### config.mk
export PLATFORM = sky130hd
export DESIGN_NAME = gf_inv_4_seq_flat
export DESIGN_NICKNAME = d
export VERILOG_FILES = /design/src/rtl/gf_inv_4_seq_if.sv /design/src/rtl/gf_inv_4_seq.sv /design/src/flat_wrapper.sv
export SDC_FILE = /design/constraint.sdc
export NUM_CORES = 1
export LEC_CHECK = 0
export ABC_AREA = 1
export CORE_UTILIZATION = 29
export CTS_CLUSTER_SIZE = 28
export DETAILED_ROUTE_END_ITERATION = 8
export GPL_ROUTABILITY_DRIVEN = 0
export PLACE_DENSITY = 0.48
export SLEW_MARGIN = 20
export SYNTH_ARGS = -nofsm -noshare
export SYNTH_HDL_FRONTEND = slang
export SYNTH_SLANG_ARGS = --single-unit
### constraint.sdc
create_clock -name clk -period 1.35 [get_ports clk]
set_input_delay 0.27 -clock clk [delete_from_list [all_inputs] [get_ports clk]]
set_output_delay 0.27 -clock clk [all_outputs]
set_load 0.02 [all_outputs]
### src/rtl/gf_inv_4_seq_if.sv
`default_nettype none
// ---------------------------------------------------------------------------
// Module      : gf_inv_4_seq_if
// Description : Operand/result handshake bundle for the sequential GF(2^4)
//               inverter. The master drives operands and accepts results.
// Revision    : 1.0 - initial release
// ---------------------------------------------------------------------------
interface gf_inv_4_seq_if;
  logic       in_valid;
  logic [3:0] in_data;
  logic       in_ready;
  logic       out_valid;
  logic [3:0] out_data;
  logic       out_ready;

  modport master (
    output in_valid,
    output in_data,
    output out_ready,
    input  in_ready,
    input  out_valid,
    input  out_data
  );

  modport slave (
    input  in_valid,
    input  in_data,
    input  out_ready,
    output in_ready,
    output out_valid,
    output out_data
  );
endinterface
`default_nettype wire

### src/rtl/gf_inv_4_seq.sv
`default_nettype none
// ---------------------------------------------------------------------------
// Module      : gf_inv_4_seq
// Description : Multi-cycle GF(2^4) inverter over GF(2^2) normal basis.
//               A single GF(2^2) multiplier is time-shared across three
//               compute states (S1: a*b, S2: d*b, S3: d*a).
// Revision    : 1.0 - initial release
// ---------------------------------------------------------------------------
module gf_inv_4_seq #(
  parameter int CNT_W = 8
) (
  input  logic             clk,
  input  logic             rst_n,
  gf_inv_4_seq_if.slave    bus,
  output logic             busy,
  output logic [CNT_W-1:0] ops_done
);

  typedef enum logic [2:0] {
    IDLE = 3'd0,
    S1   = 3'd1,
    S2   = 3'd2,
    S3   = 3'd3,
    DONE = 3'd4
  } state_t;

  // GF(2^2) multiply in normal basis [Omega^2, Omega]
  function automatic logic [1:0] mul2(input logic [1:0] x, input logic [1:0] y);
    logic e;
    e = (x[1] ^ x[0]) & (y[1] ^ y[0]);
    return {(x[1] & y[1]) ^ e, (x[0] & y[0]) ^ e};
  endfunction

  // Squaring, which in GF(2^2) is also inversion
  function automatic logic [1:0] sq2(input logic [1:0] x);
    return {x[0], x[1]};
  endfunction

  // Square followed by scaling with the tower-field constant
  function automatic logic [1:0] sqscl2(input logic [1:0] x);
    return {x[1] ^ x[0], x[0]};
  endfunction

  state_t           r_state;
  state_t           w_state_nxt;
  logic [1:0]       r_a;
  logic [1:0]       r_b;
  logic [1:0]       r_d;
  logic [3:0]       r_q;
  logic             r_out_valid;
  logic [CNT_W-1:0] r_cnt;

  logic             w_in_ready;
  logic             w_accept;
  logic             w_handoff;
  logic [1:0]       w_mx;
  logic [1:0]       w_my;
  logic [1:0]       w_prod;
  logic [1:0]       w_c;

  assign w_in_ready = (r_state == IDLE) | ((r_state == DONE) & bus.out_ready);
  assign w_accept   = bus.in_valid & w_in_ready;
  assign w_handoff  = r_out_valid & bus.out_ready;

  // Steer the shared multiplier operands according to the compute phase
  always_comb begin
    w_mx = r_a;
    w_my = r_b;
    case (r_state)
      S2:      begin w_mx = r_d; w_my = r_b; end
      S3:      begin w_mx = r_d; w_my = r_a; end
      default: begin w_mx = r_a; w_my = r_b; end
    endcase
  end

  // The one and only GF(2^2) multiplier
  assign w_prod = mul2(w_mx, w_my);
  assign w_c    = w_prod ^ sqscl2(r_a ^ r_b);

  // Next-state decode
  always_comb begin
    w_state_nxt = r_state;
    case (r_state)
      IDLE: if (w_accept) w_state_nxt = S1;
      S1:   w_state_nxt = S2;
      S2:   w_state_nxt = S3;
      S3:   w_state_nxt = DONE;
      DONE: begin
        if (bus.out_ready) begin
          w_state_nxt = bus.in_valid ? S1 : IDLE;
        end
      end
      default: w_state_nxt = IDLE;
    endcase
  end

  // State, operand and result registers
  always_ff @(posedge clk or negedge rst_n) begin
    if (!rst_n) begin
      r_state     <= IDLE;
      r_a         <= 2'b00;
      r_b         <= 2'b00;
      r_d         <= 2'b00;
      r_q         <= 4'b0000;
      r_out_valid <= 1'b0;
    end else begin
      r_state     <= w_state_nxt;
      r_out_valid <= (w_state_nxt == DONE);
      if (w_accept) begin
        r_a <= bus.in_data[3:2];
        r_b <= bus.in_data[1:0];
      end
      if (r_state == S1) r_d <= sq2(w_c);
      if (r_state == S2) r_q[3:2] <= w_prod;
      if (r_state == S3) r_q[1:0] <= w_prod;
    end
  end

  // Completed-handoff counter, wraps naturally at 2^CNT_W
  always_ff @(posedge clk or negedge rst_n) begin
    if (!rst_n) begin
      r_cnt <= '0;
    end else if (w_handoff) begin
      r_cnt <= r_cnt + CNT_W'(1);
    end
  end

  assign bus.in_ready  = w_in_ready;
  assign bus.out_valid = r_out_valid;
  assign bus.out_data  = r_q;
  assign busy          = (r_state == S1) | (r_state == S2) | (r_state == S3);
  assign ops_done      = r_cnt;

endmodule
`default_nettype wire

### src/flat_wrapper.sv
// flat-port wrapper written by rule: the top's interface ports become plain ports
module gf_inv_4_seq_flat 
#(
  parameter int CNT_W = 8
)
  (clk, rst_n, busy, ops_done, bus_in_valid, bus_in_data, bus_out_ready, bus_in_ready, bus_out_valid, bus_out_data);
  gf_inv_4_seq_if bus_i ();
  input  logic clk;
  input  logic rst_n;
  output logic busy;
  output logic [CNT_W-1:0] ops_done;
  input wire logic [$bits(bus_i.in_valid)-1:0] bus_in_valid;
  input wire logic [$bits(bus_i.in_data)-1:0] bus_in_data;
  input wire logic [$bits(bus_i.out_ready)-1:0] bus_out_ready;
  output wire logic [$bits(bus_i.in_ready)-1:0] bus_in_ready;
  output wire logic [$bits(bus_i.out_valid)-1:0] bus_out_valid;
  output wire logic [$bits(bus_i.out_data)-1:0] bus_out_data;
  assign bus_i.in_valid = bus_in_valid;
  assign bus_i.in_data = bus_in_data;
  assign bus_i.out_ready = bus_out_ready;
  assign bus_in_ready = bus_i.in_ready;
  assign bus_out_valid = bus_i.out_valid;
  assign bus_out_data = bus_i.out_data;
  gf_inv_4_seq #(.CNT_W(CNT_W)) u_core (.clk(clk), .rst_n(rst_n), .bus(bus_i), .busy(busy), .ops_done(ops_done));
endmodule
# Yosys cells after proc, flatten, opt, wreduce, memory -nomap -nowiden
# Cells that the tools add are included.
dict set report word_totals {
  regBits 22
  input_bits 8
  out_inout_bits 15
}
dict set report classes {
  muxes 6
  addsub 1
  n_reduce_logical 2
  eq_ne 5
  bitwise_logic 16
}
# op count
set op_table {}
lappend op_table {{$pmux W3 S5} 1}
lappend op_table {{$add A8 B1 Y8 const B} 1}
lappend op_table {{$and A1 B1 Y1} 6}
lappend op_table {{$eq A3 B2 Y1 const B} 2}
lappend op_table {{$eq A3 B3 Y1 const B} 2}
lappend op_table {{$mux W3} 2}
lappend op_table {{$xor A1 B1 Y1} 5}
lappend op_table {{$mux W2} 2}
lappend op_table {{$xor A2 B2 Y2} 2}
lappend op_table {{$eq A3 B1 Y1 const B} 1}
lappend op_table {{$logic_not A3 Y1} 1}
lappend op_table {{$or A1 B1 Y1} 3}
lappend op_table {{$reduce_or A2 Y1} 1}
lappend op_table {{$mux W1} 1}

# Logic depth before layout (Yosys ltp)
# Gate-level depths: netlist (run 1).
dict set report depth {
  depth_word 7
  mapped_depth 11
}

# Least setup slack after synthesis (run 1)
# Ideal clock, no wire load.
dict set report synth_path {
  path_kind {reg2reg}
  startpoint {reg u_core.r_state[1]}
  endpoint {reg u_core.r_a[0]}
  arrival_ps 1609
  period_less_slack_ps 1737
  stages_incl_launch_ff 6
  path_slack_ps -387
  required_time_ps 1222
  path_cell_list {dfrtp_1 > buf_6 > nor3_1 > nand2_1 > nor2_1 > a21oi_1}
}
dict set report synth_via {
  elab_chain_len 4
  word_cells_on_any_way 5
  cone_classes {1 x eq/ne; 3 x bitwise; 1 x reduce/logical}
}
# element line
set synth_lines {}
lappend synth_lines {{start, declared} gf_inv_4_seq.sv:44} ;# state_t r_state;
lappend synth_lines {{start signal, assigned} gf_inv_4_seq.sv:107} ;# r_state <= w_state_nxt;
lappend synth_lines {{$eq A3 B3 Y1} gf_inv_4_seq.sv:61} ;# assign w_in_ready = (r_state == IDLE) | ((r_state == DONE) & bus.out_ready);
lappend synth_lines {{$and A1 B1 Y1} gf_inv_4_seq.sv:61}
lappend synth_lines {{$or A1 B1 Y1 (*)} gf_inv_4_seq.sv:61}
lappend synth_lines {{via bus_in_ready} flat_wrapper.sv:15} ;# output wire logic [$bits(bus_i.in_ready)-1:0] bus_in_ready;
lappend synth_lines {{$and A1 B1 Y1 (*)} gf_inv_4_seq.sv:62} ;# assign w_accept = bus.in_valid & w_in_ready;
lappend synth_lines {{end signal, assigned} gf_inv_4_seq.sv:110} ;# r_a <= bus.in_data[3:2];
lappend synth_lines {{end, declared} gf_inv_4_seq.sv:46} ;# logic [1:0] r_a;
# The timed path passes the listed nets; every way through them passes the cells marked *.
# A chain may end at the register's enable or synchronous reset.

# Final worst setup path (run 1)
dict set report layout_path {
  startpoint {reg u_core.r_state[1]}
  endpoint {out bus_in_ready}
}
dict set report layout_via {
  elab_chain_len 3
  word_cells_on_any_way 4
  cone_classes {1 x eq/ne; 2 x bitwise; 1 x reduce/logical}
}
# element line
set layout_lines {}
lappend layout_lines {{$eq A3 B3 Y1} gf_inv_4_seq.sv:61}
lappend layout_lines {{$and A1 B1 Y1} gf_inv_4_seq.sv:61}
lappend layout_lines {{$or A1 B1 Y1 (*)} gf_inv_4_seq.sv:61}
lappend layout_lines {{end, declared} flat_wrapper.sv:15}
# Mark *: on every way between the ends. The rest lies on a longest branch, timed or not.

==> results of run 1 <==
synthesized netlist by cell type:
cell type and instances:
dfrtp_1 22, xnor2_1 5, nand2_1 33, inv_1 11
o21ai_2 4, nor2_1 8, nand2_2 14, o211ai_1 2
nand4_1 7, nor2_4 1, nand2_4 4, nor3_2 1
ha_1 1, xor2_1 5, nand3_1 6, buf_2 2
nand3_2 4, nand3b_1 3, a21oi_1 4, nand3_4 2
nor3_1 1, inv_4 1, mux2_2 1, buf_6 1
or2_2 1
how the worst max path moves through the flow:
stage	cells past startpoint	to	from
final	3	bus_in_ready	u_core.r_state[1]
after global routing	11	u_core.r_d[0]	u_core.r_state[2]
after CTS	10	u_core.r_d[0]	u_core.r_state[1]
after detailed placement	4	bus_in_ready	bus_out_ready
after global placement	4	bus_in_ready	bus_out_ready
after floorplan	10	u_core.r_d[0]	u_core.r_state[2]
metrics by stage:
stage	setup slack [ns]	total power [mW]
floorplan	0.0000986	3.32
global placement	-0.551	4.26
detailed placement	-0.549	4.32
CTS	-0.107	4.83
global route	-0.189	5.60
finish	-0.117	5.15
kinds of logic (layout without fill, tap and decap cells):
logic type | count (synthesis) | in the layout | share of synthesized area
adders and majority gates | 1 | 1 | 0.00969
xor gates and xnor gates | 10 | 10 | 0.0678
DFF | 22 | 22 | 0.426
and+or+nand+nor | 85 | 85 | 0.380
buffers and inverters | 15 | 57 | 0.0533
muxes | 1 | 1 | 0.00872
AOI/OAI and AO/OA | 10 | 10 | 0.0543
worst max-delay path, cell delays in order (launching register included):
cell	delay (ns)
dfrtp_2	0.45
buf_4	0.16
nor3_4	0.18
buf_6	0.14
power groups by stage:
stage	Combinational, mW	Sequential, mW	Clock (mW)
floorplan	2.01	1.31	0
global placement	3.07	1.19	0
detailed placement	3.12	1.20	0
CTS	3.16	1.18	0.485
global route	3.84	1.24	0.519
finish	3.50	1.20	0.461
sequential cells by signal (all words and copies together), names as in the netlist:
| register | count |
|---|---|
| u_core.bus.out_data | 4 |
| u_core.ops_done | 8 |
| u_core.r_d | 2 |
| u_core.r_state | 3 |
| u_core.bus.out_valid | 1 |
| u_core.r_a | 2 |
| u_core.r_b | 2 |
routing by layer:
| metal | up-vias | GRT usage | share of wire |
|---|---|---|---|
| met1 | 505 | 0.165 | 0.49 |
| met2 | 17 | 0.227 | 0.46 |
| li1 | 554 | - | - |
| met4 | 0 | 0.0459 | 0.012 |
| met5 | - | 0 | 0 |
| met3 | 4 | 0.0345 | 0.032 |
what timing repair did:
item | 4_1_cts | 5_1_grt
setup buffers | 2 | 2
resized for setup | 29 | 26
endpoints found under the setup margin | 22 | 11
pin swaps | 2 | 11
final cells by class:
cell class | instances | area (um2)
tap | 50 | 62.6
timing repair buffer | 41 | 367
clock buffer | 4 | 55.1
sequential | 22 | 554
fill | 426 | 2280
multi-input combinational | 107 | 774
inverter | 12 | 47.5
==> qor_table.md, run 1 <==
| Group | Quantity | Reported |
|---|---|---|
| sta | Tightest slew margin relative to the limit | 0.813 |
| clock tree | Clk slew on worst S/H paths | 0.08 ns |
| final layout | Layout Nets | 196 |
| final layout | Fraction of layout instances using a drive strength above 1 | 0.403 |
| sta | Transition at the pin with the smallest max-transition slack | 0.280 ns |
| route | Detail-routed via count per cell | 4.58 |
| final layout | Final cell utilization of the core | 0.449 |
| synthesis | Cell area after synthesis | 1290 um2 |
| route | Number of violations reported at the end of detailed-routing iteration 0 | 31 |
| place | Total placed instance area | 1680 um2 |
| global route | Aggregate global routing overflow | 0 |
| final layout | Summed area of non-filler cells in the final layout | 1860 um2 |
| setup path | Setup slack of the most critical reg-to-reg path | -0.11 ns |
| setup path | Required time of the critical path | 1.08 ns |
| synthesis | Yosys warning count | 0 |
| floorplanning | Std cell rows | 23 |
| sta | Minimum hold slack | 0.360 ns |
| sta | Clock skew | 0.00252 ns |
| sta | Final period utilization | 1.09 |
| pwr | Leak | 0.935 nW |
| clock tree | Maximum level of the CTS H-tree | 1 |
| synthesis | Dominant cells by area after synthesis | dfrtp_1, nand2_1, nand2_2, nand2_4, nand4_1 |
| clock tree | Clock tree from TritonCTS | yes |
| setup path | Kind of critical path | reg2out |
| setup path | R2R Path Start | u_core.r_state[1] |
| sta | Worst Slack Setup Final | -0.117 ns |
| pwr | Switch share | 0.483 |
| setup path | Number of cells on the worst reg-to-reg path | 9 |
| synthesis | FF+latch count, synth | 22 |
| floorplanning | Die footprint | 4720 um2 |
| route | Post-detailed-route wirelength per cell | 11.5 um |
| place | Detailed Place HPWL | 2080 um |
| setup path | Largest driver fanout on the critical path | 4 |
| synthesis | Cell taking the most area after synthesis | dfrtp_1 |
| job | Number of maximum-capacitance constraint violations | 0 |
| setup path | Startpoint type of the worst setup path | flip-flop |
| clock tree | Clock buffer count from CTS | 3 |
| sta | Summed negative setup slack over all endpoints | -0.629 ns |
| synthesis | Cell variety after synth | 25 |
| route | Number of vias in the routed layout | 1,080 |
| route | Initial DRT Pass Iterations | 4 |
| clock tree | Bufs on Longest Clock Path | 2 |
| sta | Total count of max-transition violations in the final report | 0 |
| clock tree | Source-to-sink clock delay at the later pin of the worst-skew pair | 0.26 ns |
| min path | Min-delay worst type | in2async |
| sta | Final hold vios | 0 |
| global route | Maximum number of pins on one net before global-route repair | 23 |
| synthesis | Area share of the largest cell type after synthesis | 0.426 |
| pwr | Reported net switching power | 2.49 mW |
| synthesis | Synthesized Nets | 153 |
| place | # port buffers | 22 |
| synthesis | Fraction of the yosys area taken by sequential cells | 0.426 |
| sta | Highest attainable clock frequency | 682 MHz |
| final layout | Layout-stage area growth over the synthesis result | 44.1% |
| final layout | Most frequent standard cell in the layout excluding fill and tap cells | nand2_1 |
| pwr | Power density normalized to cell area | 2770 nW/um2 |
| setup path | Worst R2R End | u_core.r_d[0] |
| global route | Via count of the first global-routing pass | 1,039 |
| synthesis | Gate Count Post-Synth | 144 |
| pwr | Part of the power in the clock network | 0.089 |
| global route | First-pass GRT wire length | 4620 um |
| place | Cell count after placement | 228 |
| global route | Initial antenna violation count | 0 |
| final layout | Diode count | 0 |
| floorplanning | Die extent in x | 68.7 um |
| setup path | Critical path capture point type | output port |
| clock tree | Buffer type at the clock tree root | clkbuf_8 |
| pwr | Portion of total power attributed to combinational logic | 0.679 |
| setup path | Data arrival time at the worst-slack endpoint | 1.20 ns |
| outcome | Violations in the final reports | setup timing |
| final layout | Non-filler cells in the finished layout | 236 |
| sta | Final min period | 1.47 ns |
| floorplanning | Vertical die dimension | 68.7 um |
| floorplanning | Std-Cell Core Area | 4140 um2 |
| sta | Setup repair after global routing missed its margin | yes |
| pwr | Largest vdd supply drop | 0.987 mV |
| route | DRC violation count after routing | 0 |
| synthesis | Average footprint of a synthesized cell | 8.97 um2 |
| clock tree | # clock sinks | 22 |
| pwr | Sequential power share | 0.232 |
| global route | Global routing usage summed across all routing layers | 0.134 |
| outcome | Outcome | complete, but fails checks |
| floorplanning | Total I/O pin count | 23 |
| route | Overall routed net length | 2710 um |
| final layout | Most frequent cells in the layout | nand2_1, dfrtp_1, nand2_2, buf_4, nand2_4 |
| pwr | Internal power | 2.67 mW |
| sta | Final setup violating endpoints | 7 |
| clock tree | Cts-stage hold buffer count | 0 |
| floorplanning | Initial core utilization | 0.312 |
| route | Count of antenna-violating nets left after detailed routing | 0 |
Power figures use the tool's default switching activity.
==> inputs of run 2 (changes only) <==
--- a/config.mk
+++ b/config.mk
@@ -10,6 +10,8 @@
 export CTS_CLUSTER_SIZE = 28
 export DETAILED_ROUTE_END_ITERATION = 8
 export GPL_ROUTABILITY_DRIVEN = 0
+export HOLD_SLACK_MARGIN = 0.02
+export MAX_ROUTING_LAYER = met4
 export PLACE_DENSITY = 0.48
 export SLEW_MARGIN = 20
 export SYNTH_ARGS = -nofsm -noshare
==> qor_table.md, run 2 (synthesis gave the netlist of run 1 again) <==
| Group | Quantity | Reported | Change |
|---|---|---|---|
| sta | Final min period | 1.47 ns | +0.0000110 ns |
| sta | Clock skew | 0.00252 ns | -0.000000420 ns |
| global route | Maximum number of pins on one net before global-route repair | 23 | unchanged |
| clock tree | # clock sinks | 22 | unchanged |
| clock tree | Maximum level of the CTS H-tree | 1 | unchanged |
| final layout | Layout Nets | 196 | unchanged |
| sta | Final setup violating endpoints | 7 | unchanged |
| pwr | Portion of total power attributed to combinational logic | 0.679 | about the same |
| place | # port buffers | 22 | unchanged |
| global route | Via count of the first global-routing pass | 1,039 | unchanged |
| clock tree | Buffer type at the clock tree root | clkbuf_8 |  |
| global route | Aggregate global routing overflow | 0 | unchanged |
| pwr | Largest vdd supply drop | 0.987 mV | about the same |
| floorplanning | Std-Cell Core Area | 4140 um2 | unchanged |
| setup path | Startpoint type of the worst setup path | flip-flop |  |
| outcome | Outcome | complete, but fails checks |  |
| sta | Total count of max-transition violations in the final report | 0 | unchanged |
| place | Detailed Place HPWL | 2080 um | unchanged |
| final layout | Diode count | 0 | unchanged |
| pwr | Reported net switching power | 2.49 mW | about the same |
| route | Detail-routed via count per cell | 4.58 | unchanged |
| final layout | Non-filler cells in the finished layout | 236 | unchanged |
| pwr | Power density normalized to cell area | 2770 nW/um2 | about the same |
| route | Overall routed net length | 2710 um | unchanged |
| setup path | Library cell contributing the largest single delay on the critical path | dfrtp_2 |  |
| sta | Worst Slack Setup Final | -0.117 ns | -0.0000110 ns |
| route | DRC violation count after routing | 0 | unchanged |
| setup path | Required time of the critical path | 1.08 ns | about the same |
| sta | Highest attainable clock frequency | 682 MHz | about the same |
| clock tree | Source-to-sink clock delay at the later pin of the worst-skew pair | 0.26 ns | about the same |
| pwr | Sequential power share | 0.232 | about the same |
| floorplanning | Std cell rows | 23 | unchanged |
| global route | Global routing usage summed across all routing layers | 0.138 | +0.00383 |
| clock tree | Clock buffer count from CTS | 3 | unchanged |
| route | Count of antenna-violating nets left after detailed routing | 0 | unchanged |
| final layout | Summed area of non-filler cells in the final layout | 1860 um2 | unchanged |
| floorplanning | Vertical die dimension | 68.7 um | unchanged |
| setup path | Crit path largest cell delay | 0.45 ns | about the same |
| final layout | Most frequent standard cell in the layout excluding fill and tap cells | nand2_1 |  |
| clock tree | Bufs on Longest Clock Path | 2 | unchanged |
| sta | Setup repair after global routing missed its margin | yes |  |
| floorplanning | Initial core utilization | 0.312 | unchanged |
| final layout | Layout-stage area growth over the synthesis result | 44.1% | unchanged |
| sta | Final hold vios | 0 | unchanged |
| floorplanning | Die extent in x | 68.7 um | unchanged |
| place | Post-placement setup slack | -0.549 ns | unchanged |
| sta | Tightest slew margin relative to the limit | 0.813 | about the same |
| outcome | Violations in the final reports | setup timing |  |
| pwr | Internal power | 2.67 mW | unchanged |
| sta | Final period utilization | 1.09 | about the same |
| route | Number of vias in the routed layout | 1,080 | unchanged |
| pwr | Switch share | 0.483 | about the same |
| floorplanning | Total I/O pin count | 23 | unchanged |
| min path | Min-delay worst type | in2async |  |
| global route | Initial antenna violation count | 0 | unchanged |
| route | Number of violations reported at the end of detailed-routing iteration 0 | 31 | unchanged |
| sta | Minimum hold slack | 0.360 ns | +0.00000200 ns |
| floorplanning | Die footprint | 4720 um2 | unchanged |
| final layout | Fraction of layout instances using a drive strength above 1 | 0.403 | unchanged |
| clock tree | Clock tree from TritonCTS | yes |  |
| place | Cell count after placement | 228 | unchanged |
| clock tree | Cts-stage hold buffer count | 0 | unchanged |
| route | Post-detailed-route wirelength per cell | 11.5 um | unchanged |
| route | Initial DRT Pass Iterations | 4 | unchanged |
| setup path | Kind of critical path | reg2out |  |
| pwr | Part of the power in the clock network | 0.089 | about the same |
| setup path | Largest driver fanout on the critical path | 4 | unchanged |
| setup path | Critical path capture point type | output port |  |
| place | Total placed instance area | 1680 um2 | unchanged |
| clock tree | Clk slew on worst S/H paths | 0.08 ns | about the same |
| setup path | Cell chain of the critical path | buf_4 > nor3_4 > buf_6 |  |
| job | Number of maximum-capacitance constraint violations | 0 | unchanged |
| final layout | Number of flip-flops under the largest register name | 8 | unchanged |
| pwr | Pwr Total | 5.15 mW | about the same |
| sta | Transition at the pin with the smallest max-transition slack | 0.280 ns | +0.00000358 ns |
| global route | First-pass GRT wire length | 4620 um | unchanged |
| final layout | Most frequent cells in the layout | nand2_1, dfrtp_1, nand2_2, buf_4, nand2_4 |  |
| setup path | Data arrival time at the worst-slack endpoint | 1.20 ns | about the same |
| pwr | Leak | 0.935 nW | unchanged |
==> run 2: through the flow <==
stage	util	TNS, ns
CTS	0.422	-0.561
global placement	0.405	-3.51
detailed placement	0.405	-3.71
finish	0.449	-0.629
floorplan	-	0
global route	0.449	-1.24
==> run 2: critical path, delay by kind of cell (launching register included) <==
family	cells	cell delay, ns
AND/OR/NAND/NOR	1	0.18
flip-flops	1	0.45
buffers and inverters	2	0.30
==> run 2: metal layers <==
layer  global-route usage  wire (um)
met1                0.165       1330
met3               0.0345         86
met2                0.227       1260
met5                    -          0
met4               0.0459         34
==> run 2: area by class of cell <==
| cell class | count | area (um2) |
|---|---|---|
| fillers | 426 | 2280 |
| well taps | 50 | 62.6 |
| inverters | 12 | 47.5 |
| flip-flops and latches | 22 | 554 |
| clock buffers | 4 | 55.1 |
| multi-input cells | 107 | 774 |
| repair buffers | 41 | 367 |
==> run 2: timing repair <==
item	CTS	global route
setup endpoints to repair	22	11
pin swaps	2	11
setup buffers	2	2
gates resized for setup	29	26
==> run 2: final timing paths <==
check	from	to	slack, ns	cells past startpoint
min in group clk	bus_out_ready	u_core.ops_done[2]	0.40	4
hold / removal	rst_n	u_core.ops_done[7]	0.36	2
setup reg to reg	u_core.r_state[1]	u_core.r_d[0]	-0.11	9
setup / recovery	u_core.r_state[1]	bus_in_ready	-0.12	3
hold reg to reg	u_core.ops_done[7]	u_core.ops_done[7]	0.47	1
max in group asynchronous	rst_n	u_core.r_state[0]	0.75	2
==> run 2: power by group through the flow <==
stage	Sequential, mW	Clock, mW	Combinational [mW]
2_1_floorplan	1.31	0	2.01
3_3_place_gp	1.19	0	3.07
3_5_place_dp	1.20	0	3.12
4_1_cts	1.18	0.485	3.16
5_1_grt	1.24	0.519	3.84
6_report	1.20	0.461	3.50
